### src/rtl/ifetch_unit_pkg.sv
// Shared types and constants for the instruction-fetch unit.
// Holds the fetch FSM encoding, fault cause codes and the canonical NOP.
package rv_fetch_pkg;

    typedef enum logic [2:0] {
        IDLE,
        REQ,
        WAIT,
        HOLD,
        FAULT
    } fetch_state_t;

    typedef enum logic [1:0] {
        FC_NONE     = 2'd0,
        FC_MISALIGN = 2'd1,
        FC_BUS_ERR  = 2'd2,
        FC_TIMEOUT  = 2'd3
    } fault_cause_t;

    localparam logic [31:0] RV_NOP = 32'h0000_0013;

endpackage

### src/rtl/ifetch_unit_if.sv
// Request/grant/response bus between the fetch unit (master) and instruction memory (slave).
interface ifetch_unit_if;

    logic        req;
    logic [31:0] addr;
    logic        gnt;
    logic        rvalid;
    logic [31:0] rdata;
    logic        err;

    modport master (
        output req,
        output addr,
        input  gnt,
        input  rvalid,
        input  rdata,
        input  err
    );

    modport slave (
        input  req,
        input  addr,
        output gnt,
        output rvalid,
        output rdata,
        output err
    );

endinterface

### src/rtl/ifetch_unit_timeout_ctr.sv
// Counts cycles while a memory transaction is outstanding and flags the last allowed cycle.
module fetch_timeout_ctr #(
    parameter int TIMEOUT_CYCLES = 16
) (
    input  logic clk,
    input  logic rst,
    input  logic clr,
    input  logic en,
    output logic expire
);

    localparam int W = $clog2(TIMEOUT_CYCLES + 1);
    localparam logic [W-1:0] LAST = W'(TIMEOUT_CYCLES - 1);

    logic [W-1:0] count;

    always_ff @(posedge clk) begin
        if (rst || clr) begin
            count <= '0;
        end else if (en) begin
            count <= count + W'(1);
        end
    end

    assign expire = en && (count == LAST);

endmodule

### src/rtl/ifetch_unit.sv
// Instruction-fetch reader: issues one imem transaction per pc, hands the word to decode,
// and latches misalignment, bus errors and timeouts as a sticky fault.
module ifetch_unit
    import rv_fetch_pkg::*;
#(
    parameter int          TIMEOUT_CYCLES = 16,
    parameter logic [31:0] NOP_INSTR      = RV_NOP
) (
    input  logic                clk,
    input  logic                rst,
    input  logic [31:0]         pc,
    input  logic                fetch_en,
    ifetch_unit_if.master       imem,
    output logic [31:0]         instr,
    output logic [31:0]         instr_pc,
    output logic                instr_valid,
    input  logic                instr_ready,
    output logic                pc_stall,
    output logic                fault,
    output logic [1:0]          fault_cause,
    input  logic                fault_clr
);

    fetch_state_t state, state_next;
    fault_cause_t cause_q, cause_next;

    logic [31:0] addr_q;
    logic        load_addr;
    logic        deliver;
    logic        consume;
    logic        set_fault;
    logic        clear_fault;
    logic        busy;
    logic        expire;

    assign busy = (state == REQ) || (state == WAIT);

    fetch_timeout_ctr #(
        .TIMEOUT_CYCLES(TIMEOUT_CYCLES)
    ) u_timeout (
        .clk    (clk),
        .rst    (rst),
        .clr    (!busy),
        .en     (busy),
        .expire (expire)
    );

    // Completion events (gnt in REQ, rvalid in WAIT) are checked before expire so they win a tie.
    always_comb begin
        state_next  = state;
        cause_next  = FC_NONE;
        load_addr   = 1'b0;
        deliver     = 1'b0;
        consume     = 1'b0;
        set_fault   = 1'b0;
        clear_fault = 1'b0;
        case (state)
            IDLE: begin
                if (fetch_en) begin
                    if (pc[1:0] != 2'b00) begin
                        state_next = FAULT;
                        set_fault  = 1'b1;
                        cause_next = FC_MISALIGN;
                    end else begin
                        state_next = REQ;
                        load_addr  = 1'b1;
                    end
                end
            end
            REQ: begin
                if (imem.gnt) begin
                    state_next = WAIT;
                end else if (expire) begin
                    state_next = FAULT;
                    set_fault  = 1'b1;
                    cause_next = FC_TIMEOUT;
                end
            end
            WAIT: begin
                if (imem.rvalid) begin
                    if (imem.err) begin
                        state_next = FAULT;
                        set_fault  = 1'b1;
                        cause_next = FC_BUS_ERR;
                    end else begin
                        state_next = HOLD;
                        deliver    = 1'b1;
                    end
                end else if (expire) begin
                    state_next = FAULT;
                    set_fault  = 1'b1;
                    cause_next = FC_TIMEOUT;
                end
            end
            HOLD: begin
                if (instr_ready) begin
                    state_next = IDLE;
                    consume    = 1'b1;
                end
            end
            FAULT: begin
                if (fault_clr) begin
                    state_next  = IDLE;
                    clear_fault = 1'b1;
                end
            end
            default: state_next = IDLE;
        endcase
    end

    always_ff @(posedge clk) begin
        if (rst) begin
            state       <= IDLE;
            addr_q      <= '0;
            instr       <= NOP_INSTR;
            instr_pc    <= '0;
            instr_valid <= 1'b0;
            fault       <= 1'b0;
            cause_q     <= FC_NONE;
        end else begin
            state <= state_next;
            if (load_addr) begin
                addr_q <= {pc[31:2], 2'b00};
            end
            if (deliver) begin
                instr       <= imem.rdata;
                instr_pc    <= addr_q;
                instr_valid <= 1'b1;
            end
            if (consume) begin
                instr       <= NOP_INSTR;
                instr_valid <= 1'b0;
            end
            if (set_fault) begin
                fault   <= 1'b1;
                cause_q <= cause_next;
            end
            if (clear_fault) begin
                fault   <= 1'b0;
                cause_q <= FC_NONE;
            end
        end
    end

    assign imem.req    = (state == REQ);
    assign imem.addr   = addr_q;
    assign fault_cause = cause_q;
    // The pc register may only advance on the edge where decode takes the instruction.
    assign pc_stall    = !((state == HOLD) && instr_ready);

endmodule
### src/flat_wrapper.sv
// flat-port wrapper written by rule: the top's interface ports become plain ports
module ifetch_unit_flat import rv_fetch_pkg::*;
#(
    parameter int          TIMEOUT_CYCLES = 16,
    parameter logic [31:0] NOP_INSTR      = RV_NOP
)
  (clk, rst, pc, fetch_en, instr, instr_pc, instr_valid, instr_ready, pc_stall, fault, fault_cause, fault_clr, imem_req, imem_addr, imem_gnt, imem_rvalid, imem_rdata, imem_err);
  ifetch_unit_if imem_i ();
  input  logic clk;
  input  logic rst;
  input  logic [31:0] pc;
  input  logic fetch_en;
  output logic [31:0] instr;
  output logic [31:0] instr_pc;
  output logic instr_valid;
  input  logic instr_ready;
  output logic pc_stall;
  output logic fault;
  output logic [1:0] fault_cause;
  input  logic fault_clr;
  output wire logic [$bits(imem_i.req)-1:0] imem_req;
  output wire logic [$bits(imem_i.addr)-1:0] imem_addr;
  input wire logic [$bits(imem_i.gnt)-1:0] imem_gnt;
  input wire logic [$bits(imem_i.rvalid)-1:0] imem_rvalid;
  input wire logic [$bits(imem_i.rdata)-1:0] imem_rdata;
  input wire logic [$bits(imem_i.err)-1:0] imem_err;
  assign imem_req = imem_i.req;
  assign imem_addr = imem_i.addr;
  assign imem_i.gnt = imem_gnt;
  assign imem_i.rvalid = imem_rvalid;
  assign imem_i.rdata = imem_rdata;
  assign imem_i.err = imem_err;
  ifetch_unit #(.TIMEOUT_CYCLES(TIMEOUT_CYCLES), .NOP_INSTR(NOP_INSTR)) u_core (.clk(clk), .rst(rst), .pc(pc), .fetch_en(fetch_en), .imem(imem_i), .instr(instr), .instr_pc(instr_pc), .instr_valid(instr_valid), .instr_ready(instr_ready), .pc_stall(pc_stall), .fault(fault), .fault_cause(fault_cause), .fault_clr(fault_clr));
endmodule
### config.mk
export PLATFORM = sky130hd
export DESIGN_NAME = ifetch_unit_flat
export DESIGN_NICKNAME = d
export VERILOG_FILES = /design/src/rtl/ifetch_unit_pkg.sv /design/src/rtl/ifetch_unit_if.sv /design/src/rtl/ifetch_unit_timeout_ctr.sv /design/src/rtl/ifetch_unit.sv /design/src/flat_wrapper.sv
export SDC_FILE = /design/constraint.sdc
export NUM_CORES = 1
export LEC_CHECK = 0
export BUFFER_PORTS_ARGS = -buffer_cell sky130_fd_sc_hd__buf_2
export CAP_MARGIN = 40
export CELL_PAD_IN_SITES_DETAIL_PLACEMENT = 1
export CELL_PAD_IN_SITES_GLOBAL_PLACEMENT = 1
export CORE_ASPECT_RATIO = 0.7
export CORE_MARGIN = 1
export CORE_UTILIZATION = 37
export CTS_BUF_LIST = sky130_fd_sc_hd__clkbuf_4
export CTS_CLUSTER_DIAMETER = 40
export DETAILED_ROUTE_END_ITERATION = 7
export PLACE_DENSITY_LB_ADDON = 0.05
export SLEW_MARGIN = 15
export SYNTH_ARGS = -nofsm -noshare
export SYNTH_HDL_FRONTEND = slang
export SYNTH_SLANG_ARGS = --single-unit
### constraint.sdc
create_clock -name clk -period 5.2 [get_ports clk]
set_input_delay 1.04 -clock clk [delete_from_list [all_inputs] [get_ports clk]]
set_output_delay 1.04 -clock clk [all_outputs]
set_load 0.05 [all_outputs]
==> impl_metrics.prom, run 1 <==
# TYPE chip_impl_metric gauge
chip_impl_metric{name="post_route_cells_drive_above_1_share",unit="%"} 31.0
chip_impl_metric{name="setup-tns-final",unit="ns"} 0
chip_impl_info{name="outcome",value="complete, no violations"} 1
chip_impl_metric{name="detail_route.drc_violations",unit=""} 0
chip_impl_info{name="cts_tree",value="yes"} 1
chip_impl_metric{name="grtUsageMet1",unit="%"} 25.7
chip_impl_metric{name="netlist_instances",unit=""} 478
chip_impl_metric{name="viasPerCell",unit=""} 4.84
chip_impl_info{name="timing.critical_path.to_type",value="output pin"} 1
chip_impl_metric{name="post_synth_xor_area_fraction",unit="%"} 0.674
chip_impl_info{name="combinational_family_with_the_most_area_after_synthesis",value="simple AND/OR/NAND/NOR gates"} 1
chip_impl_info{name="synth_commonest_cells",value="sky130_fd_sc_hd__nand2_1, sky130_fd_sc_hd__dfxtp_1, sky130_fd_sc_hd__a21oi_1, sky130_fd_sc_hd__buf_2, sky130_fd_sc_hd__nor2_1"} 1
chip_impl_metric{name="grt_first_pass_wirelength",unit="mm"} 17.5
chip_impl_metric{name="crit_buf_inv",unit=""} 1
chip_impl_metric{name="yosys.area_share.adder",unit="%"} 0.642
chip_impl_info{name="yosysTopAreaCell",value="sky130_fd_sc_hd__dfxtp_1"} 1
chip_impl_metric{name="synth.cell_area",unit="sq mm"} 0.00390
chip_impl_metric{name="final_net_count",unit=""} 702
chip_impl_metric{name="pwr-share-comb",unit="%"} 8.6
chip_impl_info{name="synth_ff_type",value="sky130_fd_sc_hd__dfxtp_1"} 1
chip_impl_metric{name="leakage",unit="nW"} 2.14
chip_impl_metric{name="worst_ep_arrival_time",unit="ns"} 1.94
chip_impl_metric{name="vdd_ir_drop_max",unit="uV"} 151
chip_impl_metric{name="synth-compound-area-share",unit="%"} 14.1
chip_impl_info{name="synthTopCellsByArea",value="sky130_fd_sc_hd__dfxtp_1, sky130_fd_sc_hd__nand2_1, sky130_fd_sc_hd__a21oi_1"} 1
chip_impl_metric{name="syn-mean-instance-area",unit="sq um"} 8.15
chip_impl_metric{name="clock_sink_count",unit=""} 104
chip_impl_metric{name="post_drt_wl_per_cell",unit="um"} 14.6
chip_impl_metric{name="worst_path_largest_cell_delay",unit="ns"} 0.70
chip_impl_metric{name="route.final.wire_length",unit="mm"} 11.1
chip_impl_metric{name="grt_start_max_net_pins",unit=""} 68
chip_impl_info{name="startpoint_type",value="flip-flop"} 1
chip_impl_metric{name="drtIter0Drc",unit=""} 152
chip_impl_metric{name="insertion_delay",unit="ns"} 0.45
chip_impl_info{name="slowest_cp_cell",value="sky130_fd_sc_hd__dfxtp_1"} 1
chip_impl_metric{name="yosys.area_share.simple",unit="%"} 23.5
chip_impl_metric{name="synth-warning-count",unit=""} 0
chip_impl_metric{name="num_vias",unit=""} 3685
chip_impl_metric{name="place.gp.congestion",unit=""} 0.747
chip_impl_metric{name="place.port_buffers",unit=""} 169
chip_impl_metric{name="p_switching",unit="W"} 0.000362
chip_impl_metric{name="p_int",unit="W"} 0.00114
chip_impl_metric{name="max_cap_violations",unit=""} 0
chip_impl_metric{name="cts-htree-levels",unit=""} 3
chip_impl_metric{name="slew-limit-headroom",unit="%"} 52.5
chip_impl_metric{name="post-synth-top-area-fraction",unit="%"} 53.4
chip_impl_metric{name="first_global_vias",unit=""} 3543
chip_impl_metric{name="p_per_area",unit="mW/mm^2"} 308
chip_impl_metric{name="number_of_setup_violations_in_the_final_report",unit=""} 0
chip_impl_metric{name="core-area",unit="sq mm"} 0.00995
chip_impl_metric{name="sw_frac_of_total",unit="%"} 24.0
chip_impl_metric{name="post_cts.resized_instances",unit=""} 0
chip_impl_metric{name="gr-usage-met2",unit="%"} 32.9
chip_impl_metric{name="grt-ovfl-total",unit=""} 0
chip_impl_metric{name="drt-pass1-iter-count",unit=""} 4
chip_impl_metric{name="finalCritPeriodShare",unit="%"} 57.2
chip_impl_metric{name="yosysUniqueCellTypes",unit=""} 37
chip_impl_info{name="criticalPathCategory",value="flip-flop to output pin"} 1
chip_impl_info{name="grt_setup_unrepaired",value="no"} 1
chip_impl_metric{name="grt.met3_usage",unit="%"} 7.03
chip_impl_metric{name="fp.dieW",unit="um"} 125
chip_impl_metric{name="drt.antenna.violating_nets",unit=""} 0
chip_impl_metric{name="post_cts_buffers",unit=""} 0
chip_impl_metric{name="tritoncts.num_buffers",unit=""} 9
chip_impl_info{name="timing.hold.worst.class",value="flip-flop to flip-flop"} 1
chip_impl_metric{name="finish.utilization",unit="%"} 49.3
chip_impl_metric{name="antenna_found_initial",unit=""} 2
chip_impl_metric{name="max_freq",unit="GHz"} 0.336
chip_impl_metric{name="cts.path.max_buffers",unit=""} 2
chip_impl_metric{name="dieHeight",unit="um"} 87.9
chip_impl_metric{name="post-dp-hpwl",unit="mm"} 7.69
chip_impl_metric{name="ctsHoldBuffers",unit=""} 0
chip_impl_metric{name="fill_cells",unit=""} 1262
chip_impl_metric{name="timing.critical_path.fanout_max",unit=""} 12
chip_impl_metric{name="placement_rows",unit=""} 30
chip_impl_metric{name="pin_count",unit=""} 174
chip_impl_metric{name="power.share.clock",unit="%"} 36.9
chip_impl_metric{name="maxSlewViolCount",unit=""} 0
chip_impl_metric{name="fraction_of_registers_with_async_set_reset",unit="%"} 0
chip_impl_metric{name="hold_violations",unit=""} 0
chip_impl_metric{name="worst_slew_pin_slew",unit="ns"} 0.713
chip_impl_info{name="cell_with_the_most_instances_after_synthesis",value="sky130_fd_sc_hd__nand2_1"} 1
chip_impl_metric{name="die-area",unit="sq mm"} 0.0110
chip_impl_metric{name="worst_ep_required_time",unit="ns"} 4.16
chip_impl_metric{name="share_of_cell_area_taken_by_muxes_after_synthesis",unit="%"} 0.546
chip_impl_info{name="worst_path_dominant_cell_family",value="flip-flops"} 1
chip_impl_metric{name="postSynthRegisterBits",unit=""} 104
chip_impl_metric{name="share_of_total_power_in_sequential_cells",unit="%"} 54.4
chip_impl_metric{name="ys_seq_area_share",unit="%"} 53.4
chip_impl_metric{name="combined_global_route_utilization_of_all_metal_layers",unit="%"} 20.3
chip_impl_info{name="crit_chain",value="nor2b_1 -> nand3_1 -> buf_2"} 1
chip_impl_metric{name="floorplan.initialDensity",unit="%"} 39.2
chip_impl_metric{name="finClkSkew",unit="ns"} 0.0219
chip_impl_metric{name="syn2layout_area_growth",unit="%"} 25.8
chip_impl_info{name="clock_tree.root_cell",value="sky130_fd_sc_hd__clkbuf_4"} 1
chip_impl_metric{name="synth-edff-count",unit=""} 0
chip_impl_info{name="top_usage_layer",value="met2"} 1
chip_impl_metric{name="period_minus_slack",unit="ns"} 2.98
chip_impl_metric{name="clk_pin_slew",unit="ns"} 0.16
chip_impl_metric{name="antennaDiodeCount",unit=""} 0
-- routing by layer --
| metal | up-vias | part of all wire (%) | wire [um] |
|---|---|---|---|
| met4 | 2 | 1.1 | 118 |
| met1 | 1725 | 47 | 5190 |
| met3 | 12 | 6.7 | 749 |
| li1 | 1843 | - | - |
| met2 | 103 | 45 | 5070 |
| met5 | - | 0.090 | 10 |
-- through the flow --
stage | hold slack (ns) | total power (W) | instance area (sq um) | setup slack (ns) | std cells
5_1_grt | 0.481 | 0.00157 | 4900 | 2.04 | 761
3_3_place_gp | 0.433 | 0.000964 | 4690 | 2.60 | 745
2_1_floorplan | 0.418 | 0.000922 | 3910 | 2.72 | 481
3_5_place_dp | 0.443 | 0.000968 | 4690 | 2.56 | 745
4_1_cts | 0.464 | 0.00153 | 4900 | 2.18 | 761
6_report | 0.462 | 0.00151 | 4900 | 2.22 | 761
-- worst min-delay path, stage by stage (launching register included) --
cell and delay (ns):
sky130_fd_sc_hd__dfxtp_1 0.33, sky130_fd_sc_hd__nand2_1 0.05, sky130_fd_sc_hd__a21oi_1 0.05
-- flip-flops by register name, summed over array words and instances, names as in the netlist --
name,cells
u_core.u_timeout.count,5
u_core.fault,1
u_core.instr_valid,1
u_core.instr_pc,30
u_core.imem.addr,30
u_core.fault_cause,2
u_core.state,3
u_core.instr,32
-- cells by family after synthesis --
| group | after synthesis |
|---|---|
| flops | 104 |
| simple gates | 221 |
| xor+xnor | 3 |
| other cells | 1 |
| mux | 2 |
| buf+inv | 42 |
| fa+ha+maj | 2 |
| compound gates | 103 |
-- final timing paths --
kind | to | cells after the start | start | slack, ns
worst min-delay path | u_core.instr_pc[24]$_SDFFE_PP0P_ | 2 | u_core.instr_pc[24]$_SDFFE_PP0P_ | 0.46
worst max-delay path | pc_stall | 3 | u_core.state[0]$_SDFFE_PP0P_ | 2.22
worst max register to register | u_core.instr_pc[5]$_SDFFE_PP0P_ | 4 | u_core.state[1]$_SDFFE_PP0P_ | 3.16
worst min register to register | u_core.instr_pc[24]$_SDFFE_PP0P_ | 2 | u_core.instr_pc[24]$_SDFFE_PP0P_ | 0.46
-- cell type report --
| class | count | area, sq um | area share (%) |
|---|---|---|---|
| Tap cell | 128 | 160 | 3.27 |
| Clock buffer | 10 | 75.1 | 1.53 |
| Multi-Input combinational cell | 335 | 1560 | 31.8 |
| Sequential cell | 104 | 2080 | 42.5 |
| Clock inverter | 6 | 131 | 2.68 |
| Timing Repair Buffer | 173 | 876 | 17.9 |
| Inverter | 5 | 18.8 | 0.383 |
-- power groups by stage --
stage / clock [W] / combinational [W] / sequential (W)
after global routing: 0.000605 / 0.000140 / 0.000823
after floorplan: 0 / 0.0000554 / 0.000867
final: 0.000557 / 0.000130 / 0.000820
after CTS: 0.000577 / 0.000131 / 0.000820
after detailed placement: 0 / 0.000131 / 0.000837
after global placement: 0 / 0.000128 / 0.000837
-- cells in the final DEF (no fill, tap or decap), drive strengths merged, types with 3 or more instances in the layout --
cell	instances
nor2	14
clkbuf	10
a21oi	91
conb	4
nand2	186
nor2b	3
inv	5
dfxtp	104
a31oi	3
buf	173
nand3	6
bufinv	4
Note: power is estimated with default switching activity, not from simulation.
==> inputs of run 2 (changes only) <==
- CORE_UTILIZATION: 37 -> 34
- clock period: 5.2 -> 3.1 ns (I/O delays scaled with it)
==> run 2 against run 1 <==
Critical path depth is the same; first-iteration DRC count grew 16%; combinational power grew 69%; non-clock buffer count grew 3; final cell count grew 3.7%; routed wire length grew 1.7%; sequential power grew 68%; largest power group unchanged.
==> impl_metrics.prom, run 2 (synthesis gave the netlist of run 1 again) <==
# TYPE chip_impl_metric gauge
chip_impl_metric{name="final_net_count",unit=""} 705
chip_impl_metric{name="worst_ep_arrival_time",unit="ns"} 1.86
chip_impl_metric{name="dieHeight",unit="um"} 91.6
chip_impl_metric{name="route.final.wire_length",unit="mm"} 11.3
chip_impl_metric{name="setup-tns-final",unit="ns"} 0
chip_impl_metric{name="place_area",unit="sq mm"} 0.00476
chip_impl_metric{name="floorplan.initialDensity",unit="%"} 35.1
chip_impl_metric{name="first_global_vias",unit=""} 3575
chip_impl_metric{name="leakage",unit="nW"} 2.11
chip_impl_metric{name="clk_pin_slew",unit="ns"} 0.15
chip_impl_metric{name="grt_start_max_net_pins",unit=""} 50
chip_impl_metric{name="post_route_cells_drive_above_1_share",unit="%"} 31.2
chip_impl_info{name="cts_tree",value="yes"} 1
chip_impl_info{name="startpoint_type",value="flip-flop"} 1
chip_impl_info{name="regMostFlops",value="u_core.instr"} 1
chip_impl_metric{name="max_freq",unit="GHz"} 0.403
chip_impl_metric{name="viasPerCell",unit=""} 4.69
chip_impl_metric{name="combined_global_route_utilization_of_all_metal_layers",unit="%"} 19.4
chip_impl_metric{name="placement_rows",unit=""} 32
chip_impl_metric{name="insertion_delay",unit="ns"} 0.44
chip_impl_metric{name="layout.cell_area.non_filler",unit="sq mm"} 0.00486
chip_impl_info{name="clock_tree.root_cell",value="sky130_fd_sc_hd__clkbuf_4"} 1
chip_impl_metric{name="finClkSkew",unit="ns"} 0.0125
chip_impl_metric{name="drt-pass1-iter-count",unit=""} 4
chip_impl_info{name="criticalPathCategory",value="flip-flop to output pin"} 1
chip_impl_info{name="timing.critical_path.to_type",value="output pin"} 1
chip_impl_metric{name="drt.antenna.violating_nets",unit=""} 0
chip_impl_info{name="grt_setup_unrepaired",value="no"} 1
chip_impl_metric{name="slew-limit-headroom",unit="%"} 57.7
chip_impl_metric{name="pin_count",unit=""} 174
chip_impl_metric{name="core-area",unit="sq mm"} 0.0111
chip_impl_metric{name="worst_slew_pin_slew",unit="ns"} 0.634
chip_impl_metric{name="vdd_ir_drop_max",unit="uV"} 253
chip_impl_metric{name="tritoncts.num_buffers",unit=""} 9
chip_impl_metric{name="maxSlewViolCount",unit=""} 0
chip_impl_metric{name="clock_sink_count",unit=""} 104
chip_impl_metric{name="max_cap_violations",unit=""} 0
chip_impl_metric{name="grt_first_pass_wirelength",unit="mm"} 17.8
chip_impl_metric{name="place.port_buffers",unit=""} 169
chip_impl_metric{name="number_of_setup_violations_in_the_final_report",unit=""} 0
chip_impl_info{name="outcome",value="complete, no violations"} 1
chip_impl_metric{name="die-area",unit="sq mm"} 0.0119
chip_impl_metric{name="post_cts.resized_instances",unit=""} 0
chip_impl_metric{name="cts.path.max_buffers",unit=""} 2
chip_impl_metric{name="timing.critical_path.fanout_max",unit=""} 12
chip_impl_metric{name="largest_reg_flops",unit=""} 32
chip_impl_metric{name="finalCritPeriodShare",unit="%"} 79.9
chip_impl_info{name="timing.hold.worst.class",value="input port to flip-flop"} 1
chip_impl_metric{name="drtIter0Drc",unit=""} 176
chip_impl_info{name="final_common_cell",value="sky130_fd_sc_hd__nand2_1"} 1
chip_impl_metric{name="syn2layout_area_growth",unit="%"} 24.9
chip_impl_metric{name="ctsHoldBuffers",unit=""} 0
chip_impl_metric{name="fp.dieW",unit="um"} 130
chip_impl_metric{name="detail_route.drc_violations",unit=""} 0
chip_impl_metric{name="place.gp.congestion",unit=""} 0.742
chip_impl_metric{name="p_per_area",unit="mW/mm^2"} 452
chip_impl_metric{name="post_drt_wl_per_cell",unit="um"} 14.4
chip_impl_metric{name="worst_ep_required_time",unit="ns"} 2.48
chip_impl_metric{name="period_minus_slack",unit="ns"} 2.48
chip_impl_metric{name="post-dp-hpwl",unit="mm"} 8.07
chip_impl_metric{name="post_cts_buffers",unit=""} 0
chip_impl_metric{name="num_vias",unit=""} 3703
chip_impl_info{name="most-common-layout-cells",value="sky130_fd_sc_hd__nand2_1, sky130_fd_sc_hd__buf_2, sky130_fd_sc_hd__dfxtp_1"} 1
chip_impl_metric{name="antenna_found_initial",unit=""} 2
chip_impl_metric{name="grt-ovfl-total",unit=""} 0
chip_impl_metric{name="fin_hold_ws",unit="ns"} 0.378
chip_impl_metric{name="hold_violations",unit=""} 0
chip_impl_metric{name="cts-htree-levels",unit=""} 3
[run 2: power by group]
| group | switching, W | leakage, nW | internal (W) |
|---|---|---|---|
| logic | 0.000150 | 1.21 | 0.0000696 |
| registers | 0.0000191 | 0.840 | 0.00136 |
| clock network | 0.000430 | 0.0625 | 0.000176 |
[run 2: layout make-up]
cell class | instances | area (sq um)
Tap cell | 153 | 191
Antenna cell | 1 | 2.50
Multi-Input combinational cell | 335 | 1550
Fill cell | 1427 | 6230
Timing Repair Buffer | 176 | 911
Clock inverter | 4 | 22.5
Clock buffer | 11 | 82.6
Inverter | 5 | 18.8
Sequential cell | 104 | 2080
[run 2: metrics by stage]
| stage | util, % | instances | setup WS (ns) | total power, W |
|---|---|---|---|---|
| 2_1_floorplan | - | 481 | 1.10 | 0.00155 |
| 3_3_place_gp | 42.9 | 773 | 1.10 | 0.00162 |
| 3_5_place_dp | 42.9 | 773 | 1.01 | 0.00163 |
| 4_1_cts | 43.8 | 788 | 0.586 | 0.00224 |
| 5_1_grt | 43.9 | 789 | 0.480 | 0.00231 |
| 6_report | 43.9 | 789 | 0.622 | 0.00220 |
[run 2: worst max-delay path, stage by stage (launching register included)]
cell and delay, ns:
sky130_fd_sc_hd__dfxtp_1 0.67, sky130_fd_sc_hd__nor2b_1 0.32, sky130_fd_sc_hd__nor2b_1 0.16, sky130_fd_sc_hd__buf_2 0.27
[run 2: final timing paths]
| kind | start | to | slack (ns) | cells past startpoint |
|---|---|---|---|---|
| max | u_core.state[0]$_SDFFE_PP0P_ | imem_req | 0.62 | 3 |
| min | imem_rdata[4] | u_core.instr[4]$_SDFFE_PP1P_ | 0.38 | 3 |
| max reg2reg | u_core.state[1]$_SDFFE_PP0P_ | u_core.instr_pc[28]$_SDFFE_PP0P_ | 1.02 | 4 |
| min reg2reg | u_core.u_timeout.count[0]$_SDFFE_PP0P_ | u_core.u_timeout.count[0]$_SDFFE_PP0P_ | 0.46 | 1 |
[run 2: routing by layer]
layer	vias up	global-route usage, %	part of all wire [%]
li1	1851	-	-
met1	1728	23.9	45
met2	111	31.7	45
met3	11	7.66	8.8
met4	2	4.46	0.89
met5	-	0	0.088
